## src/rtl/square_plotter.sv

```systemverilog
// square_plotter
//
// Datapath end of the square-drawing handshake. It holds a loaded square
// origin and colour, and on request streams pixel coordinates with a plot
// strobe to the VGA adapter. It either draws a SIZE x SIZE square at the
// loaded origin, clipping pixels that fall off screen, or clears the whole
// screen to colour 0. busy/done report progress to the controlling FSM.
//
// Ports:
//   clock       system clock, all logic on the rising edge
//   reset       synchronous, active-low reset
//   ld_en       capture x_in/y_in/colour_in (IDLE only, lowest priority)
//   x_in, y_in  square origin
//   colour_in   square colour
//   draw_go     start a square draw (IDLE only)
//   clear_go    start a full-screen clear (IDLE only, highest priority)
//   busy        high in every state except IDLE
//   x_out/y_out registered pixel coordinate
//   colour_out  registered pixel colour
//   plot        registered write strobe to the VGA adapter
//   done        one-cycle completion pulse
module square_plotter #(
  parameter int SIZE     = 4,
  parameter int X_W      = 8,
  parameter int Y_W      = 7,
  parameter int C_W      = 3,
  parameter int SCREEN_W = 160,
  parameter int SCREEN_H = 120
) (
  input  logic           clock,
  input  logic           reset,
  input  logic           ld_en,
  input  logic [X_W-1:0] x_in,
  input  logic [Y_W-1:0] y_in,
  input  logic [C_W-1:0] colour_in,
  input  logic           draw_go,
  input  logic           clear_go,
  output logic           busy,
  output logic [X_W-1:0] x_out,
  output logic [Y_W-1:0] y_out,
  output logic [C_W-1:0] colour_out,
  output logic           plot,
  output logic           done
);

  localparam int OFF_HALF = $clog2(SIZE);
  localparam int OFF_W    = 2 * OFF_HALF;

  localparam logic [X_W:0]   X_LIM = (X_W+1)'(SCREEN_W);
  localparam logic [Y_W:0]   Y_LIM = (Y_W+1)'(SCREEN_H);
  localparam logic [X_W-1:0] X_MAX = X_W'(SCREEN_W - 1);
  localparam logic [Y_W-1:0] Y_MAX = Y_W'(SCREEN_H - 1);

  typedef enum logic [1:0] {IDLE, DRAW, CLEAR, DONE} state_t;

  state_t         state_q, state_d;
  logic [X_W-1:0] base_x_q, base_x_d;
  logic [Y_W-1:0] base_y_q, base_y_d;
  logic [C_W-1:0] colour_q, colour_d;
  logic [OFF_W-1:0] cnt_q, cnt_d;
  logic [X_W-1:0] clr_x_q, clr_x_d;
  logic [Y_W-1:0] clr_y_q, clr_y_d;
  logic           last_q, last_d;
  logic [X_W-1:0] x_out_q, x_out_d;
  logic [Y_W-1:0] y_out_q, y_out_d;
  logic [C_W-1:0] colour_out_q, colour_out_d;
  logic           plot_q, plot_d;

  logic [OFF_W-1:0] off;
  logic [X_W:0]     x_sum;
  logic [Y_W:0]     y_sum;
  logic             pix_vis;

  // Square pixel address. The offset is forced to 0 on the accepting edge
  // so the first pixel is already registered in the first DRAW cycle.
  // Sums are one bit wider so off-screen pixels are detected before the
  // truncation to port width.
  always_comb begin
    off     = (state_q == DRAW) ? cnt_q : '0;
    x_sum   = {1'b0, base_x_q} + (X_W+1)'(off[OFF_HALF-1:0]);
    y_sum   = {1'b0, base_y_q} + (Y_W+1)'(off[OFF_W-1:OFF_HALF]);
    pix_vis = (x_sum < X_LIM) && (y_sum < Y_LIM);
  end

  // Next-state and output logic. last_q flags that the pixel currently on
  // the outputs is the final one, so the following edge moves to DONE.
  always_comb begin
    state_d      = state_q;
    base_x_d     = base_x_q;
    base_y_d     = base_y_q;
    colour_d     = colour_q;
    cnt_d        = cnt_q;
    clr_x_d      = clr_x_q;
    clr_y_d      = clr_y_q;
    last_d       = last_q;
    x_out_d      = x_out_q;
    y_out_d      = y_out_q;
    colour_out_d = colour_out_q;
    plot_d       = 1'b0;

    case (state_q)
      IDLE: begin
        if (clear_go) begin
          state_d      = CLEAR;
          x_out_d      = '0;
          y_out_d      = '0;
          colour_out_d = '0;
          plot_d       = 1'b1;
          clr_x_d      = X_W'(1);
          clr_y_d      = '0;
          last_d       = 1'b0;
        end else if (draw_go) begin
          state_d      = DRAW;
          x_out_d      = x_sum[X_W-1:0];
          y_out_d      = y_sum[Y_W-1:0];
          colour_out_d = colour_q;
          plot_d       = pix_vis;
          cnt_d        = OFF_W'(1);
          last_d       = 1'b0;
        end else if (ld_en) begin
          base_x_d = x_in;
          base_y_d = y_in;
          colour_d = colour_in;
        end
      end

      DRAW: begin
        if (last_q) begin
          state_d = DONE;
          last_d  = 1'b0;
        end else begin
          x_out_d      = x_sum[X_W-1:0];
          y_out_d      = y_sum[Y_W-1:0];
          colour_out_d = colour_q;
          plot_d       = pix_vis;
          cnt_d        = cnt_q + OFF_W'(1);
          last_d       = (cnt_q == '1);
        end
      end

      CLEAR: begin
        if (last_q) begin
          state_d = DONE;
          last_d  = 1'b0;
        end else begin
          x_out_d      = clr_x_q;
          y_out_d      = clr_y_q;
          colour_out_d = '0;
          plot_d       = 1'b1;
          last_d       = (clr_x_q == X_MAX) && (clr_y_q == Y_MAX);
          if (clr_x_q == X_MAX) begin
            clr_x_d = '0;
            clr_y_d = clr_y_q + Y_W'(1);
          end else begin
            clr_x_d = clr_x_q + X_W'(1);
          end
        end
      end

      DONE: begin
        state_d = IDLE;
      end

      default: begin
        state_d = IDLE;
      end
    endcase
  end

  // State and datapath registers; reset abandons any operation in flight.
  always_ff @(posedge clock) begin
    if (!reset) begin
      state_q      <= IDLE;
      base_x_q     <= '0;
      base_y_q     <= '0;
      colour_q     <= '0;
      cnt_q        <= '0;
      clr_x_q      <= '0;
      clr_y_q      <= '0;
      last_q       <= 1'b0;
      x_out_q      <= '0;
      y_out_q      <= '0;
      colour_out_q <= '0;
      plot_q       <= 1'b0;
    end else begin
      state_q      <= state_d;
      base_x_q     <= base_x_d;
      base_y_q     <= base_y_d;
      colour_q     <= colour_d;
      cnt_q        <= cnt_d;
      clr_x_q      <= clr_x_d;
      clr_y_q      <= clr_y_d;
      last_q       <= last_d;
      x_out_q      <= x_out_d;
      y_out_q      <= y_out_d;
      colour_out_q <= colour_out_d;
      plot_q       <= plot_d;
    end
  end

  assign busy       = (state_q != IDLE);
  assign done       = (state_q == DONE);
  assign x_out      = x_out_q;
  assign y_out      = y_out_q;
  assign colour_out = colour_out_q;
  assign plot       = plot_q;

endmodule

```

## config.mk

```make
export PLATFORM = sky130hd
export DESIGN_NAME = square_plotter
export DESIGN_NICKNAME = d
export VERILOG_FILES = /design/src/rtl/square_plotter.sv
export SDC_FILE = /design/constraint.sdc
export NUM_CORES = 1
export LEC_CHECK = 0
export BUFFER_PORTS_ARGS = -buffer_cell sky130_fd_sc_hd__buf_2
export CORE_UTILIZATION = 45
export CTS_BUF_LIST = sky130_fd_sc_hd__clkbuf_8
export DETAILED_ROUTE_END_ITERATION = 8
export PLACE_DENSITY = 0.61
export SLEW_MARGIN = 30
export SYNTH_ARGS = -nofsm -noshare
export SYNTH_HDL_FRONTEND = slang
export SYNTH_SLANG_ARGS = --single-unit
```

## constraint.sdc

```tcl
create_clock -name clock -period 4 [get_ports clock]
set_clock_uncertainty 0.2 [all_clocks]
set_input_delay 0.8 -clock clock [delete_from_list [all_inputs] [get_ports clock]]
set_output_delay 0.8 -clock clock [all_outputs]
set_load 0.01 [all_outputs]
```

==> results.md, run 1 <==
- I/O Buffers: 43
- WS Path Type: flop to flop
- Final slew viol count: 0
- Cells resized by post-CTS repair: 0
- Hold WC Path Type: flop to flop
- Tmin final: 2.84 ns
- Required @ worst endpoint: between 4 and 5 ns
- DR vias/cell: ~5.5
- Worst slew pin tran: approximately 0.95 ns
- Post-synth EDFFs: 0
- Clock transition at the registers of the reported paths: ~0.070 ns
- CP Capture Type: flop
- Placed Cells: around 470
- Syn Inst Count: between 300 and 400
- CORE AREA: 6530 um2
- Clock root buffer: clkbuf_8
- Warnings from Yosys: 0
- Drt total wl: 7.34 mm
- Initial antenna violation count: 0
- MaxCap Viol Count: 0
- First-pass GRT wire length: approximately 12 mm
- Leakage: 1.44 nW
- Detailed Route Iter0 Violations: roughly 230
- # IOs: between 40 and 50
- # rows: 29
- Vias in the first global route: 2467
- Period utilization: 71.0%
- Area added between synthesis and finish: 13.3%
- WL/cell: 15.2 um
- Hold Fails Final Rpt: 0
- Nets: 437
- Clock buffer depth: 2
- Synth unique cells: just over 50
- Crit path arrival time: around 2.9 ns
- Synth Register Bits: 59
- Post-Syn Nets: 403
- Share of synthesized registers carrying an async set or reset: 0%
- Gp weighted congestion: 0.817
- Chip height: 85.2 um
- Setup WS post-layout: around 1.2 ns
- Final hold slack: 0.261 ns
- Post-CTS setup buffer count: 0
- Design Area, Final: around 3500 um2
- Number of buffers created by CTS: 9
- DR vias: between 2000 and 3000
- All-layer global routing usage: 21.6%
- F_max: approximately 350 MHz
- CTS sink cnt: slightly below 60
- CP peak stage delay: 0.41 ns
- Status: finished, final reports clean
- Full die area: 7260 um2
- Synth Cell Area: 3110 um2
- Global route overflow: 0
- DR pass1 iterations: 5
- RSZ-0062 raised after global routing: no
- Post-Place Setup Slack: 1.13 ns
- Post-DP HPWL: between 5 and 6 mm
- Sum Neg Setup Slack: 0 ns
- Slowest-stage cell, CP: fa_1
- Total power: 2.01 mW
- CTS HTree Levels: 3
- Crit Path Max Fanout: 13
- Final setup vio count: 0
- Max rail drop VDD: about 300 uV
- Share of layout cells above drive strength 1: 17.7%
- Largest net degree at the start of global routing: 52
- Sequential area share after synthesis: 37.9%
- Die X: 85.2 um
- Later-pin clock latency in the skew report: roughly 0.34 ns
- Mean Syn Cell Area: between 8 and 9 um2
- Drt drc: 0
- Cell Pwr Density: 570 nW/um2
- TritonCTS clock tree: built
- Starting Density: around 48%
- Final core occ: 54.0%
- Cells along the critical path: inv_1 -> ha_1 -> and2_1 -> ha_1 -> inv_1 -> fa_1 -> and3b_1 -> nand3_1 -> xnor2_1 -> a221oi_1 -> nor2_1
- Fill count: 648
- Dpl cell area: 3320 um2
- Slew headroom: roughly 36%
- Most common cell after layout, fill and taps aside: nand2_1
- Number of hold buffers added after cts: 0
- Filler-free cell count of the finished design: 483
- Commonest cells after routing, fill and taps aside: nand2_1, dfxtp_1, buf_2
- ANT nets after route: 0
- Top FF cell, synth: dfxtp_1
- Startpoint Class: flop
- Antenna cell count: 0
-- power by group --
| part | total (mW) | internal (mW) | switching [mW] |
|---|---|---|---|
| Clock | 0.581 | 0.344 | 0.238 |
| Sequential | 0.707 | 0.656 | 0.0505 |
| Combinational | 0.722 | 0.253 | 0.469 |
-- critical path: cells and delay by family (launching register included) --
kind / cells / cell delay (ns)
buffers and inverters: 2 / 0.13
XOR/XNOR: 1 / 0.14
adder cells (fa/ha/maj): 3 / 0.94
flip-flops: 1 / 0.34
AND/OR/NAND/NOR: 4 / 0.69
AO/OA/AOI/OAI: 1 / 0.29
-- worst paths after layout --
path / from / end / slack (ns) / cells past startpoint
hold / removal: base_x_q[0]$_SDFFE_PN0P_ / base_x_q[0]$_SDFFE_PN0P_ / 0.26 / 2
hold reg to reg: base_x_q[0]$_SDFFE_PN0P_ / base_x_q[0]$_SDFFE_PN0P_ / 0.26 / 2
setup reg to reg: state_q[1]$_SDFFE_PN0P_ / x_out[6]$_SDFFE_PN0P_ / 1.16 / 11
setup / recovery: state_q[1]$_SDFFE_PN0P_ / x_out[6]$_SDFFE_PN0P_ / 1.16 / 11
-- sequential cells by signal, summed over array words and instances, names as in the netlist --
| register | flops |
|---|---|
| plot | 1 |
| colour_q | 3 |
| x_out | 8 |
| state_q | 2 |
| clr_x_q | 8 |
| last_q | 1 |
| colour_out | 3 |
| clr_y_q | 7 |
| base_y_q | 7 |
| y_out | 7 |
| base_x_q | 8 |
| cnt_q | 4 |
-- kinds of logic (layout without fill, tap and decap cells) --
| group | count (synthesis) | after routing | share of synthesized area (%) |
|---|---|---|---|
| buffers and inverters | 32 | 71 | 5.02 |
| AND/OR/NAND/NOR | 156 | 156 | 24.6 |
| flip-flops | 59 | 59 | 37.9 |
| adder cells (fa/ha/maj) | 13 | 13 | 5.71 |
| multiplexers | 3 | 3 | 1.25 |
| AO/OA/AOI/OAI | 83 | 83 | 19.6 |
| XOR/XNOR | 21 | 21 | 5.91 |
-- cell type report --
cell class | count | area (um2) | area share [%]
Multi-Input combinational cell | 276 | 1780 | 50.4
Sequential cell | 59 | 1180 | 33.5
Timing Repair Buffer | 44 | 223 | 6.31
Clock buffer | 9 | 124 | 3.51
Tap cell | 77 | 96.3 | 2.73
Clock inverter | 7 | 85.1 | 2.41
Inverter | 11 | 41.3 | 1.17
-- routing by layer --
| layer | routed length, um | global-route usage, % | vias to the layer above |
|---|---|---|---|
| met1 | 3740 | 30.0 | 1236 |
| met3 | 234 | 3.50 | 11 |
| met4 | 122 | 9.40 | 0 |
| met2 | 3250 | 33.0 | 64 |
| li1 | - | - | 1340 |
| met5 | 0 | 0 | - |
-- Yosys cell counts, drive strengths merged, types with 2 or more instances --
library cell / number / area (um2)
and3: 5 / 32.5
mux2i: 2 / 27.5
xor2: 14 / 123
o211a: 2 / 20.0
xnor2: 7 / 61.3
a22oi: 2 / 20.0
nand4b: 3 / 26.3
and4: 2 / 17.5
buf: 12 / 81.3
a21boi: 27 / 203
nand4: 5 / 37.5
nor3b: 7 / 57.6
inv: 11 / 41.3
and2: 6 / 37.5
nor2b: 2 / 12.5
nor2: 30 / 115
o21ai: 17 / 85.1
fa: 2 / 40.0
nand2: 63 / 239
dfxtp: 59 / 1180
and3b: 2 / 17.5
ha: 11 / 138
a21oi: 12 / 63.8
nand3: 20 / 100
clkbuf: 9 / 33.8
nand2b: 9 / 56.3
a221oi: 12 / 105
o22ai: 2 / 12.5
(Power assumes the default switching activity.)
==> run 2, diff against run 1 <==
PLACE_DENSITY = 0.64   (was 0.61)
clock period = 2.6 ns   (was 4 ns; I/O delays follow)
==> run 2 against run 1 <==
Sequential power up 56%. First-iteration DRC count down 27%. Worst setup slack worse by 1.0 ns. Via count is 1.0% higher. Critical path depth is the same. Register-to-register slack got worse by 1.0 ns. Hold slack lost 0.046 ns. Sequential cell count stayed put. Fmax increased by 16%. Largest power group unchanged. Highest routed layer unchanged.
==> results.md, run 2 (synthesis gave the netlist of run 1 again) <==
- CP Capture Type: flop
- GR Layer Usage met3: 3.31% (-0.19 points)
- Hold path start: y_in[2]
- Worst slew pin tran: 0.591 ns (-0.356 ns)
- Clock transition at the registers of the reported paths: 0.07 ns (about the same)
- Reg-to-reg endpoint: x_out[6]$_SDFFE_PN0P_
- Startpoint Class: flop
- Hold Fails Final Rpt: 0 (unchanged)
- Clock root buffer: clkbuf_8
- F_max: 410 MHz (+16%)
- Crit Path Max Fanout: 5 (-8)
- Commonest cells after routing, fill and taps aside: nand2_1, dfxtp_1, buf_2
- Required @ worst endpoint: 2.63 ns (-1.40 ns)
- MaxCap Viol Count: 0 (unchanged)
- Crit path arrival time: 2.47 ns (-0.40 ns)
- Period utilization: 93.9% (+23 points)
- DR pass1 iterations: 4 (-1)
- Number of hold buffers added after cts: 0 (unchanged)
- M1 GR Usage: 31.3% (+1.3 points)
- Final slew viol count: 0 (unchanged)
- WS Path Type: flop to flop
- # rows: 29 (unchanged)
- RSZ-0062 raised after global routing: no
- CP peak stage delay: 0.35 ns (-0.06 ns)
- CTS HTree Levels: 3 (unchanged)
- # IOs: 44 (unchanged)
- Start of the worst register-to-register path: state_q[1]$_SDFFE_PN0P_
- Chip height: 85.2 um (unchanged)
- Largest net degree at the start of global routing: 42 (-19%)
- Sum Neg Setup Slack: 0 ns (unchanged)
- Tmin final: 2.44 ns (-0.399 ns)
- Area added between synthesis and finish: 14.9%
- Clock buffer depth: 2 (unchanged)
- FF-to-FF path depth: 11 (unchanged)
- I/O Buffers: 43 (unchanged)
- ANT nets after route: 0 (unchanged)
- Post-DP HPWL: 5.35 mm (+1.9%)
- Drt total wl: 7.32 mm (-0.26%)
- M2 GR Usage: 32.5% (-0.51 points)
- DR vias/cell: 5.48 (-0.22%)
- Reg area: 1180 um2 (unchanged)
- First-pass GRT wire length: 12.3 mm (+1.3%)
- R2R setup slack: 0.16 ns (-1.00 ns)
- Slowest-stage cell, CP: dfxtp_1
- TritonCTS clock tree: built
- Filler-free cell count of the finished design: 489 (+1.2%)
- Share of layout cells above drive strength 1: 20.6% (+2.9 points)
- Detailed Route Iter0 Violations: 164 (-27%)
- Max rail drop VDD: 464 uV (+52%)
- Cell Pwr Density: 867 nW/um2 (+52%)
- CORE AREA: 6530 um2 (unchanged)
- Hold WC Path Type: primary input to flop
- Vias in the first global route: 2457 (-0.41%)
- Nets: 443 (+1.4%)
- Status: finished, final reports clean
- Later-pin clock latency in the skew report: 0.34 ns (about the same)
- Antenna cell count: 0 (unchanged)
- Slew headroom: 60.6% (+25 points)
- Kind of cell adding the most delay to the critical path: adder cells
- Global route hottest layer: met2
- Area of the multi-input gates: 1800 um2 (+1.3%)
- Hold path cells: 3 (+1)
- Full die area: 7260 um2 (unchanged)
- Initial antenna violation count: 0 (unchanged)
- All-layer global routing usage: 22.0% (+0.46 points)
- WL/cell: 15.0 um (-1.5%)
- DR vias: 2678 (+1.0%)
- Placed Cells: 473 (+1.3%)
- Gp weighted congestion: 0.878 (+7.6%)
- Buf/Inv on CP: 2 (unchanged)
- Starting Density: 47.7% (unchanged)
- Die X: 85.2 um (unchanged)
- Leakage: 1.46 nW (+1.2%)
- Global route overflow: 0 (unchanged)
- Final setup vio count: 0 (unchanged)
- Number of buffers created by CTS: 9 (unchanged)
- Fill count: 617 (-4.8%)
- Hold path endpoint: base_y_q[2]$_SDFFE_PN0P_
- Most common cell after layout, fill and taps aside: nand2_1
- Drt drc: 0 (unchanged)
- Cells along the critical path: inv_2 -> ha_4 -> and2_1 -> ha_1 -> inv_1 -> fa_2 -> and3b_2 -> nand3_1 -> xnor2_1 -> a221oi_2 -> nor2_1
- CTS sink cnt: 59 (unchanged)
-- run 2: worst register-to-register path: stages (launching register included) --
cell and delay (ns):
dfxtp_1 0.35, inv_2 0.09, ha_4 0.14, and2_1 0.13
ha_1 0.16, inv_1 0.06, fa_2 0.35, and3b_2 0.27
nand3_1 0.09, xnor2_1 0.16, a221oi_2 0.28, nor2_1 0.07
-- run 2: report_power, final --
| part | internal (mW) | total (mW) | leakage, nW | switching, mW |
|---|---|---|---|---|
| sequential | 1.01 | 1.10 | 0.479 | 0.0905 |
| combinational | 0.448 | 1.19 | 0.884 | 0.739 |
| clock | 0.438 | 0.816 | 0.0950 | 0.378 |
-- run 2: final cells by class --
| type | count | area share (%) |
|---|---|---|
| clock buffers | 9 | 3.46 |
| clock inverters | 7 | 1.92 |
| inverters | 11 | 1.15 |
| multi-input cells | 276 | 50.3 |
| flip-flops and latches | 59 | 33.0 |
| well taps | 77 | 2.69 |
| repair buffers | 50 | 7.48 |
-- run 2: layer usage --
metal	vias to the layer above	wire length (um)
met5	-	0
met4	0	145
met3	11	266
met2	55	3220
met1	1258	3690
li1	1354	-
-- run 2: worst max path at each step --
stage	start	endpoint	slack, ns	cells after the start
floorplan	state_q[1]$_SDFFE_PN0P_	x_out[6]$_SDFFE_PN0P_	0.04	13
global placement	state_q[1]$_SDFFE_PN0P_	x_out[6]$_SDFFE_PN0P_	0.14	11
detailed placement	state_q[1]$_SDFFE_PN0P_	x_out[6]$_SDFFE_PN0P_	0.08	11
CTS	state_q[1]$_SDFFE_PN0P_	x_out[6]$_SDFFE_PN0P_	0.06	11
global route	state_q[0]$_SDFFE_PN0P_	x_out[6]$_SDFFE_PN0P_	0.02	10
finish	state_q[1]$_SDFFE_PN0P_	x_out[6]$_SDFFE_PN0P_	0.16	11
-- run 2: per-stage QoR --
stage               power [mW]  setup slack [ns]  instance area (um2)  hold slack, ns  utilization (%)
floorplan                 1.98            0.0402                 3120           0.235                -
global placement          2.27             0.143                 3370           0.247             51.6
detailed placement        2.28            0.0839                 3370           0.254             51.6
CTS                       3.10            0.0622                 3560           0.203             54.5
global route              3.30            0.0176                 3580           0.210             54.8
finish                    3.10             0.159                 3580           0.216             54.8
-- run 2: repair_timing --
action | 4_1_cts | 5_1_grt
gates resized for setup | 0 | 4
endpoints found under the hold margin | 0 | 0
buffers inserted | 0 | 0
endpoints found under the setup margin | 0 | 3
==> run 3, diff against run 2 <==
CORE_UTILIZATION = 40   (was 45)
PLACE_DENSITY = 0.55   (was 0.64)
clock period = 3.06 ns   (was 2.6 ns; I/O delays follow)
==> run 3 against run 2 <==
Non-clock buffer count down 1. Critical path depth unchanged. Global-route usage down 1.8 points. Fmax down 6.1%. Clock-buffer cell count up 1. Critical endpoint unchanged. Worst setup slack better by 0.30 ns. Hold slack better by 0.043 ns. Critical path type unchanged. Register-to-register slack better by 0.30 ns. Die area up 12%.
==> results.md, run 3 (synthesis gave the netlist of run 1 again) <==
- Later-pin clock latency in the skew report: 0.33 ns (about the same)
- Hold path cells: 2 (-1)
- CP Capture Type: flop
- Final slew viol count: 0 (unchanged)
- CORE AREA: 7370 um2 (+13%)
- Detailed Route Iter0 Violations: 142 (-13%)
- Post-CTS setup buffer count: 0 (unchanged)
- Commonest cells after routing, fill and taps aside: nand2_1, dfxtp_1, buf_2
- Global route overflow: 0 (unchanged)
- CTS HTree Levels: 3 (unchanged)
- RSZ-0062 raised after global routing: no
- ANT nets after route: 0 (unchanged)
- Clock transition at the registers of the reported paths: 0.07 ns (about the same)
- Chip height: 90.2 um (+5.9%)
- # IOs: 44 (unchanged)
- Crit Path Max Fanout: 5 (unchanged)
- Period utilization: 84.9% (-9.0 points)
- # rows: 31 (+6.9%)
- Post-DP HPWL: 5.68 mm (+6.3%)
- Required @ worst endpoint: 3.08 ns (+0.45 ns)
- Gp weighted congestion: 0.796 (-9.4%)
- CP peak stage delay: 0.41 ns (+0.06 ns)
- Largest net degree at the start of global routing: 32 (-24%)
- Cells along the critical path: inv_1 -> ha_1 -> and2_1 -> ha_1 -> inv_1 -> fa_1 -> and3b_1 -> nand3_1 -> xnor2_1 -> a221oi_1 -> nor2_1
- Tmin final: 2.60 ns (+0.158 ns)
- I/O Buffers: 43 (unchanged)
- First-pass GRT wire length: 13.0 mm (+5.7%)
- Status: finished, final reports clean
- Cell Pwr Density: 738 nW/um2 (-15%)
- Final setup vio count: 0 (unchanged)
- Area added between synthesis and finish: 15.1%
- Total power: 2.65 mW (-15%)
- Clock root buffer: clkbuf_8
- Slew headroom: 58.7% (-1.9 points)
- Cells resized by post-CTS repair: 0 (unchanged)
- Clock buffer depth: 2 (unchanged)
- DR vias/cell: 5.23 (-4.5%)
- Worst slew pin tran: 0.619 ns (+0.0284 ns)
- F_max: 385 MHz (-6.1%)
- Filler-free cell count of the finished design: 510 (+4.3%)
- Die X: 90.2 um (+5.9%)
- FF-to-FF path depth: 11 (unchanged)
- Antenna cell count: 0 (unchanged)
- CTS sink cnt: 59 (unchanged)
- Max rail drop VDD: 344 uV (-26%)
- Sum Neg Setup Slack: 0 ns (unchanged)
- WL/cell: 15.1 um (+0.65%)
- Starting Density: 42.3% (-5.4 points)
- MaxCap Viol Count: 0 (unchanged)
- Hold Fails Final Rpt: 0 (unchanged)
- Placed Cells: 494 (+4.4%)
- Hold WC Path Type: flop to flop
- Drt drc: 0 (unchanged)
- TritonCTS clock tree: built
- Slowest-stage cell, CP: fa_1
- Leakage: 1.45 nW (-0.36%)
- Drt total wl: 7.69 mm (+5.0%)
- DR vias: 2668 (-0.37%)
- WS Path Type: flop to flop
- All-layer global routing usage: 20.2% (-1.8 points)
- Full die area: 8140 um2 (+12%)
- Number of buffers created by CTS: 9 (unchanged)
- Startpoint Class: flop
- Crit path arrival time: 2.62 ns (+0.15 ns)
- Most common cell after layout, fill and taps aside: nand2_1
- Vias in the first global route: 2569 (+4.6%)
- Share of layout cells above drive strength 1: 19.2% (-1.4 points)
- Nets: 442 (-0.23%)
- Initial antenna violation count: 0 (unchanged)
- DR pass1 iterations: 4 (unchanged)
- Final core occ: 48.6% (-6.1 points)
- Number of hold buffers added after cts: 0 (unchanged)
==> run 3: layer usage <==
layer / wire length, um / GRT usage [%] / vias to the layer above
met1: 3900 / 28.4 / 1255
met4: 100 / 6.45 / 0
met3: 227 / 3.38 / 10
met2: 3460 / 31.4 / 48
met5: 0 / 0 / -
li1: - / - / 1355
==> run 3: worst max-delay path: cells and delay by family, from the launching register on <==
| kind | cells | cell delay, ns |
|---|---|---|
| buf+inv | 2 | 0.15 |
| simple gates | 4 | 0.64 |
| compound gates | 1 | 0.28 |
| fa+ha+maj | 3 | 0.74 |
| flops | 1 | 0.34 |
| xor+xnor | 1 | 0.14 |
==> run 3: power breakdown <==
part	leakage, nW	internal, mW	switching [mW]	total, mW
Combinational	0.875	0.367	0.629	0.996
Sequential	0.479	0.858	0.0707	0.928
Clock	0.0987	0.398	0.325	0.723
==> run 3: worst paths after layout <==
kind	from	end	slack, ns
max reg2reg	state_q[1]$_SDFFE_PN0P_	x_out[6]$_SDFFE_PN0P_	0.46
max	state_q[1]$_SDFFE_PN0P_	x_out[6]$_SDFFE_PN0P_	0.46
min	colour_out[0]$_SDFFE_PN0P_	colour_out[0]$_SDFFE_PN0P_	0.26
min reg2reg	colour_out[0]$_SDFFE_PN0P_	colour_out[0]$_SDFFE_PN0P_	0.26
==> run 3: area by class of cell <==
cell class              count  area [um2]
well taps                  99         124
clock buffers              10         138
fillers                   759        3780
flip-flops and latches     59        1180
multi-input cells         276        1780
repair buffers             49         260
inverters                  11        41.3
clock inverters             6        63.8
==> run 3: stage by stage <==
step           cell area (um2)  worst slack [ns]  hold slack (ns)
6_report                  3580             0.461            0.258
4_1_cts                   3580             0.441            0.261
3_3_place_gp              3380             0.527            0.248
2_1_floorplan             3110             0.386            0.235
3_5_place_dp              3380             0.438            0.253
5_1_grt                   3580             0.195            0.284
